**config.mk**
```make
export PLATFORM = sky130hd
export DESIGN_NAME = ram_port_arbiter_flat
export DESIGN_NICKNAME = d
export VERILOG_FILES = /design/src/rtl/ram_port_arbiter_if.sv /design/src/rtl/ram_port_arbiter.sv /design/src/flat_wrapper.sv
export SDC_FILE = /design/constraint.sdc
export NUM_CORES = 1
export LEC_CHECK = 0
export ABC_AREA = 1
export CAP_MARGIN = 40
export CORE_ASPECT_RATIO = 1.25
export CORE_MARGIN = 4
export CORE_UTILIZATION = 46
export DETAILED_ROUTE_END_ITERATION = 7
export GPL_ROUTABILITY_DRIVEN = 0
export PLACE_DENSITY = 0.78
export SKIP_CTS_REPAIR_TIMING = 1
export SKIP_LAST_GASP = 1
export SYNTH_ARGS = -nofsm -noshare
export SYNTH_HDL_FRONTEND = slang
export SYNTH_SLANG_ARGS = --single-unit
```
**constraint.sdc**
```tcl
create_clock -name clk -period 3.6 [get_ports clk]
set_input_delay 0.36 -clock clk [delete_from_list [all_inputs] [get_ports clk]]
set_output_delay 0.36 -clock clk [all_outputs]
set_load 0.03 [all_outputs]
```
**src/rtl/ram_port_arbiter_if.sv**
```systemverilog
// Bundle of the fetch port, data port and byte-wide RAM signals around ram_port_arbiter.
// The slave modport is the arbiter's view; master is the requester/RAM side.
interface ram_port_arbiter_if #(
  parameter int ADDR_W = 8
);
  logic              if_req;
  logic [31:0]       if_addr;
  logic              if_ack;
  logic [31:0]       if_rdata;

  logic              d_req;
  logic              d_we;
  logic              d_size;
  logic [31:0]       d_addr;
  logic [31:0]       d_wdata;
  logic              d_ack;
  logic [31:0]       d_rdata;

  logic [ADDR_W-1:0] ram_addr;
  logic [7:0]        ram_wdata;
  logic              ram_we;
  logic [7:0]        ram_rdata;

  logic              busy;

  modport slave (
    input  if_req, if_addr, d_req, d_we, d_size, d_addr, d_wdata, ram_rdata,
    output if_ack, if_rdata, d_ack, d_rdata, ram_addr, ram_wdata, ram_we, busy
  );

  modport master (
    output if_req, if_addr, d_req, d_we, d_size, d_addr, d_wdata, ram_rdata,
    input  if_ack, if_rdata, d_ack, d_rdata, ram_addr, ram_wdata, ram_we, busy
  );
endinterface

```
**src/rtl/ram_port_arbiter.sv**
```systemverilog
// Two-port (fetch/data) arbiter onto a byte-wide RAM; word accesses are four
// big-endian byte beats, byte accesses one beat, each followed by a one-cycle ack.
module ram_port_arbiter #(
  parameter int ADDR_W = 8
) (
  input logic               clk,
  input logic               reset,
  ram_port_arbiter_if.slave bus
);

  typedef enum logic [1:0] {IDLE, BEAT, ACK} state_t;

  state_t            state, state_nx;
  logic              owner_d;   // 1 = data port owns the transfer
  logic              last_d;    // 1 = data port was granted last
  logic              size_q;
  logic              we_q;
  logic [ADDR_W-1:0] addr_q;
  logic [31:0]       wdata_q;
  logic [31:0]       if_rdata_q;
  logic [31:0]       d_rdata_q;
  logic [1:0]        beat;

  logic              grant_any;
  logic              grant_d;
  logic              last_beat;
  logic [7:0]        lane_byte;
  logic [31:0]       rd_new;
  logic              unused_addr_bits;

  assign unused_addr_bits = ^{bus.if_addr[31:ADDR_W], bus.d_addr[31:ADDR_W]};

  always_comb begin
    grant_any = bus.if_req | bus.d_req;
    // On a tie the data port wins only if fetch was granted last
    grant_d   = bus.d_req & (~bus.if_req | ~last_d);
    last_beat = ~size_q | (beat == 2'd3);

    state_nx = state;
    case (state)
      IDLE:    if (grant_any) state_nx = BEAT;
      BEAT:    if (last_beat) state_nx = ACK;
      ACK:     state_nx = IDLE;
      default: state_nx = IDLE;
    endcase

    case (beat)
      2'd0:    lane_byte = wdata_q[31:24];
      2'd1:    lane_byte = wdata_q[23:16];
      2'd2:    lane_byte = wdata_q[15:8];
      default: lane_byte = wdata_q[7:0];
    endcase

    rd_new = owner_d ? d_rdata_q : if_rdata_q;
    if (size_q) begin
      case (beat)
        2'd0:    rd_new[31:24] = bus.ram_rdata;
        2'd1:    rd_new[23:16] = bus.ram_rdata;
        2'd2:    rd_new[15:8]  = bus.ram_rdata;
        default: rd_new[7:0]   = bus.ram_rdata;
      endcase
    end else begin
      rd_new = {24'h0, bus.ram_rdata};
    end
  end

  always_ff @(posedge clk or posedge reset) begin
    if (reset) begin
      state      <= IDLE;
      owner_d    <= 1'b0;
      last_d     <= 1'b0;
      size_q     <= 1'b0;
      we_q       <= 1'b0;
      addr_q     <= '0;
      wdata_q    <= '0;
      beat       <= '0;
      if_rdata_q <= '0;
      d_rdata_q  <= '0;
    end else begin
      state <= state_nx;
      case (state)
        IDLE: begin
          if (grant_any) begin
            owner_d <= grant_d;
            last_d  <= grant_d;
            addr_q  <= grant_d ? bus.d_addr[ADDR_W-1:0] : bus.if_addr[ADDR_W-1:0];
            size_q  <= grant_d ? bus.d_size : 1'b1;
            we_q    <= grant_d & bus.d_we;
            wdata_q <= bus.d_wdata;
            beat    <= '0;
          end
        end
        BEAT: begin
          beat <= beat + 2'd1;
          if (!we_q) begin
            if (owner_d) d_rdata_q  <= rd_new;
            else         if_rdata_q <= rd_new;
          end
        end
        default: ;
      endcase
    end
  end

  // RAM-side outputs are decoded from state so reset drops them without a clock
  assign bus.ram_addr  = (state == BEAT) ? addr_q + ADDR_W'(beat) : '0;
  assign bus.ram_we    = (state == BEAT) && we_q;
  assign bus.ram_wdata = ((state == BEAT) && we_q) ? (size_q ? lane_byte : wdata_q[7:0]) : '0;
  assign bus.if_ack    = (state == ACK) && !owner_d;
  assign bus.d_ack     = (state == ACK) && owner_d;
  assign bus.if_rdata  = if_rdata_q;
  assign bus.d_rdata   = d_rdata_q;
  assign bus.busy      = (state != IDLE);

endmodule

```
**src/flat_wrapper.sv**
```systemverilog
// flat-port wrapper written by rule: the top's interface ports become plain ports
module ram_port_arbiter_flat 
#(
  parameter int ADDR_W = 8
)
  (clk, reset, bus_if_req, bus_if_addr, bus_d_req, bus_d_we, bus_d_size, bus_d_addr, bus_d_wdata, bus_ram_rdata, bus_if_ack, bus_if_rdata, bus_d_ack, bus_d_rdata, bus_ram_addr, bus_ram_wdata, bus_ram_we, bus_busy);
  ram_port_arbiter_if #(.ADDR_W(ADDR_W)) bus_i ();
  input logic clk;
  input logic reset;
  input wire logic [$bits(bus_i.if_req)-1:0] bus_if_req;
  input wire logic [$bits(bus_i.if_addr)-1:0] bus_if_addr;
  input wire logic [$bits(bus_i.d_req)-1:0] bus_d_req;
  input wire logic [$bits(bus_i.d_we)-1:0] bus_d_we;
  input wire logic [$bits(bus_i.d_size)-1:0] bus_d_size;
  input wire logic [$bits(bus_i.d_addr)-1:0] bus_d_addr;
  input wire logic [$bits(bus_i.d_wdata)-1:0] bus_d_wdata;
  input wire logic [$bits(bus_i.ram_rdata)-1:0] bus_ram_rdata;
  output wire logic [$bits(bus_i.if_ack)-1:0] bus_if_ack;
  output wire logic [$bits(bus_i.if_rdata)-1:0] bus_if_rdata;
  output wire logic [$bits(bus_i.d_ack)-1:0] bus_d_ack;
  output wire logic [$bits(bus_i.d_rdata)-1:0] bus_d_rdata;
  output wire logic [$bits(bus_i.ram_addr)-1:0] bus_ram_addr;
  output wire logic [$bits(bus_i.ram_wdata)-1:0] bus_ram_wdata;
  output wire logic [$bits(bus_i.ram_we)-1:0] bus_ram_we;
  output wire logic [$bits(bus_i.busy)-1:0] bus_busy;
  assign bus_i.if_req = bus_if_req;
  assign bus_i.if_addr = bus_if_addr;
  assign bus_i.d_req = bus_d_req;
  assign bus_i.d_we = bus_d_we;
  assign bus_i.d_size = bus_d_size;
  assign bus_i.d_addr = bus_d_addr;
  assign bus_i.d_wdata = bus_d_wdata;
  assign bus_i.ram_rdata = bus_ram_rdata;
  assign bus_if_ack = bus_i.if_ack;
  assign bus_if_rdata = bus_i.if_rdata;
  assign bus_d_ack = bus_i.d_ack;
  assign bus_d_rdata = bus_i.d_rdata;
  assign bus_ram_addr = bus_i.ram_addr;
  assign bus_ram_wdata = bus_i.ram_wdata;
  assign bus_ram_we = bus_i.ram_we;
  assign bus_busy = bus_i.busy;
  ram_port_arbiter #(.ADDR_W(ADDR_W)) u_core (.clk(clk), .reset(reset), .bus(bus_i));
endmodule
```
# After elaboration in Yosys (flattened, before gate mapping)
# Index checks and enable logic that the tools add are counted.
[totals] reg_bits=111 input_bits=110 out_inout_bits=84 wordCells=58
[classes] n_addsub=2 eq_ne=7 n_mux=17 n_bitwise=9 n_reduce_logical=14
[op_table] op="two-way mux 32 bit" n=2
[op_table] op="two-way mux 8 bit" n=8
[op_table] op="one-hot mux 8 bit (3 select lines)" n=1
[op_table] op="adder 8 x 2 -> 8 bit" n=1
[op_table] op="one-hot mux 2 bit (2 select lines)" n=2
[op_table] op="== test 2 bit, second input constant" n=3
[op_table] op="two-way mux 2 bit" n=3
[op_table] op="AND reduction 2 bit" n=3
[op_table] op="AND reduction 3 bit" n=2
[op_table] op="== test 2 x 1 -> 1 bit, second input constant" n=2
[op_table] op="zero test 2 bit" n=2
[op_table] op="!= test 2 x 1 -> 1 bit, second input constant" n=2
[op_table] op="NOT 1 bit" n=4
[op_table] op="nonzero test 2 bit" n=2
[op_table] op="logical AND 1 bit" n=3
[op_table] op="bitwise OR 1 bit" n=3
[op_table] op="OR reduction 3 bit" n=1
[op_table] op="adder 2 x 1 -> 2 bit, second input constant" n=1
[op_table] op="AND 1 bit" n=2
[op_table] op="zero test 1 bit" n=1
[op_table] op="two-way mux 1 bit" n=1

# Depth between registers and ports, before layout
[depth] word_depth=4 depth_mapped=9 depth_no_buf=7

# Worst setup path before layout
# Ideal clock, no wire load.
[synth_path] kind="reg-to-output" startpoint="register u_core.beat[0]" endpoint="output port bus_ram_addr[2]" t_arrival_ps=1867 t_required_ps=3240 slack_ps=1373 stages_incl_launch_ff=6 n_path_buf=0 cell_sequence="dfrtp_1 ha_1 fa_1 nand2_1 inv_1 nor3_1"
[synth_between] elab_chain_cells=2
[synth_lines] item="start: declaration" line_no="ram_port_arbiter.sv:22" rtl="logic [1:0] beat;"
[synth_lines] item="start signal: assignment" line_no="ram_port_arbiter.sv:94" rtl="beat <= beat + 2'd1;"
[synth_lines] item="adder 8 x 2 -> 8 bit" line_no="ram_port_arbiter.sv:106" rtl="assign bus.ram_addr = (state == BEAT) ? addr_q + ADDR_W'(beat) : '0;"
[synth_lines] item="two-way mux 8 bit" line_no="ram_port_arbiter.sv:106"
[synth_lines] item="end: declaration" line_no="flat_wrapper.sv:22" rtl="output wire logic [$bits(bus_i.ram_addr)-1:0] bus_ram_addr;"
# Every way passes these cells.

# Worst setup path in the final report
[layout_path] startpoint="register u_core.beat[0]" endpoint="output port bus_ram_wdata[5]"
[layout_between] elab_chain_cells=4 elab_cells_between_ends=6 cone_classes="2 x eq/ne; 3 x mux; 1 x reduce/logical"
[layout_lines] item="== test 2 bit, or another cell as far along" line_no="ram_port_arbiter.sv:47" rtl="case (beat)"
[layout_lines] item="one-hot mux 8 bit (3 select lines) (*)" line_no="ram_port_arbiter.sv:47"
[layout_lines] item="two-way mux 8 bit (*) (2 in series)" line_no="ram_port_arbiter.sv:108" rtl="assign bus.ram_wdata = ((state == BEAT) && we_q) ? (size_q ? lane_byte : wdata_q[7:0]) : '0;"
[layout_lines] item="end: declaration" line_no="flat_wrapper.sv:23" rtl="output wire logic [$bits(bus_i.ram_wdata)-1:0] bus_ram_wdata;"
# Every way passes the cells marked *; elsewhere a longest branch is shown, timed or not.

==> results by group <==
Synthesis
  – Dominant cell type by area after synthesis: dfrtp_1
  – Yosys warns: 0
  – Yosys top cell area share: 49.21%
  – Top cells by area, synth: dfrtp_1, nand2_1, a21oi_1
  – Synth Area per Inst: 7.607 sq um
  – Syn Inst Count: around 740
  – Cell Area, Synth: roughly 5600 sq um
  – Synth Net Count: 859
  – Yosys cell types: 26
  – Seq/Total Area, Yosys: 49.21%
  – #FFs+latches synth: 111

Detailed routing
  – Routed len/inst: 14.43 um
  – First DRT Iteration DRCs: 312
  – Via count: 5287
  – Post-route antenna net violation count: 0
  – TritonRoute pass-1 iters: 5
  – DRC: 0
  – Final WL: 14.97 mm
  – Via density: ~5

STA
  – Setup violators final: 0
  – Slew Limit Fails: 0
  – Final Cycle Share: 83.99%
  – Min Hold Slack: between 0.4 and 0.5 ns
  – Final setup skew: 0.005040 ns
  – Final Hold Fails: 0
  – Unrepaired setup endpoints after global routing: no
  – Setup TNS: 0 ns
  – Max Fclk: about 330 MHz
  – Tmin final: 3.024 ns
  – Worst rel slew slack: around 44%
  – Least-Margin Pin Slew: 0.8355 ns

Clock network
  – CTS Root Cell: clkbuf_16
  – H-tree levels: 3
  – Clk buf depth: 2
  – Clock tree sinks: 111
  – Worst-Skew Late Latency: 0.34 ns
  – Clock slew at reported path FFs: about 0.070 ns
  – CTS Buf Count: 9
  – CTS tree: done

Power and ir drop
  – Clock Power Share: 14.0%
  – Pwr dens: 1073 nW/um^2
  – Sw Share: 47.74%
  – VDD IR max: about 0.40 mV
  – Combinational Power Share: 57.0%
  – Pint: 4192 uW
  – Seq pwr share: 29.0%
  – LEAKAGE: around 0.0036 uW
  – Sw power: 3830 uW
  – Total power: between 8000 and 9000 uW

Die
  – Core Area: between 10000 and 15000 sq um
  – Die Wd: 107.1 um
  – DIE HEIGHT: 131.8 um
  – Initial core utilization: 46.63%
  – Area of the die: 14120 sq um
  – I/O pin count: 194
  – Num rows: 45

Worst setup path
  – Crit Path Category: flip-flop to primary output
  – Startpoint types: flip-flop
  – Critical Path RT: 3.24 ns
  – Crit. End Element: primary output
  – Critical Path AT: approximately 2.7 ns
  – CP max FO: 17

Global routing
  – Initial antenna violation count: 0
  – Remaining global-route overflow: 0
  – Vias in the first global route: 4845
  – First-pass GRT wire length: ~24 mm
  – Pin count of the biggest net entering global routing: 59
  – GRT Util Overall: 21.14%

Run
  – Max_cap viols: 0

Final layout
  – Final net count: slightly below 1000
  – Layout cells sized above 1: 5.384%
  – Final instance area: 7476 sq um
  – Synth-to-layout area growth: 32.45%
  – Number of inserted diodes: 0

Place
  – Post-DP Area: 7133 sq um
  – Post-DP HPWL: around 10 mm
  – PortBufs: 145

Hold path
  – Worst hold-check path type: flip-flop to flip-flop

Outcome
  – Status: complete, no violations
placed cells by master (no fill, tap or decap), drive strengths merged:
cell type,count
a21oi,68
buf,10
bufinv,2
clkbuf,12
clkdlybuf4s50,145
clkinv,2
clkinvlp,1
dfrtp,111
fa,1
ha,6
inv,50
nand2,307
nand3,54
nor2,37
nor3,5
o21ai,62
cells in the mapped netlist (all sizes together):
| library cell | number |
|---|---|
| nand2 | 307 |
| dfrtp | 111 |
| a21oi | 68 |
| o21ai | 62 |
| nand3 | 54 |
| inv | 50 |
| nor2 | 37 |
| buf | 32 |
| clkbuf | 8 |
| ha | 6 |
| nor3 | 5 |
| clkinv | 1 |
| fa | 1 |
power groups by stage:
stage | logic (uW) | clock network, uW | registers (uW)
after global routing | 5050 | 1180 | 2410
after floorplan | 2540 | 0 | 2910
after detailed placement | 4580 | 0 | 2340
final | 4570 | 1120 | 2330
after global placement | 4480 | 0 | 2330
after CTS | 4600 | 1130 | 2320
area by class of cell:
type	count	area [sq um]
well taps	164	205.2
repair buffers	155	1551
multi-input cells	540	2400
clock buffers	12	266.5
inverters	51	198.9
fillers	1097	4629
clock inverters	4	76.32
flip-flops and latches	111	2778
critical path: stages, from the launching register on:
cell             delay (ns)
dfrtp_1                0.44
inv_1                  0.14
ha_1                   0.64
a21oi_1                0.15
a21oi_1                0.24
clkdlybuf4s50_1        0.71
cell families (layout without fill, tap and decap cells):
logic type | after synthesis | count (layout) | synth area share [%]
AND/OR/NAND/NOR | 403 | 403 | 28.77
AO/OA/AOI/OAI | 130 | 130 | 12.06
flip-flops | 111 | 111 | 49.21
buffers and inverters | 91 | 222 | 8.269
adder cells (fa/ha/maj) | 7 | 7 | 1.685
sequential cells by signal, indices dropped and copies added (netlist names):
register	flops
u_core.state	2
u_core.beat	2
u_core.we_q	1
u_core.size_q	1
u_core.addr_q	8
u_core.wdata_q	32
u_core.bus.d_rdata	32
u_core.bus.if_rdata	32
u_core.owner_d	1
per-layer routing:
layer / track usage (%) / routed length, um
met1: 27.54 / 6211
met2: 35.39 / 7571
met3: 4.067 / 963
met4: 6.681 / 223
met5: 0 / 0
final timing paths:
check	start	to	depth (start not counted)	slack [ns]
worst max-delay path	u_core.beat[0]	bus_ram_wdata[5]	5	0.58
worst min-delay path	u_core.wdata_q[6]	u_core.wdata_q[6]	2	0.47
worst max register to register	u_core.owner_d	u_core.bus.if_rdata[23]	7	1.44
worst min register to register	u_core.wdata_q[6]	u_core.wdata_q[6]	2	0.47
max in group asynchronous	reset	u_core.bus.d_rdata[0]	3	2.38
min in group asynchronous	reset	u_core.bus.if_rdata[16]	2	0.49
metrics by stage:
stage	setup WS, ns	cells	utilization (%)
floorplan	0.3093	742	-
global placement	0.9811	1020	58.76
detailed placement	0.9534	1021	58.93
CTS	0.5701	1037	61.76
global route	0.4199	1037	61.76
finish	0.5763	1037	61.76
Power figures use the tool's default switching activity.
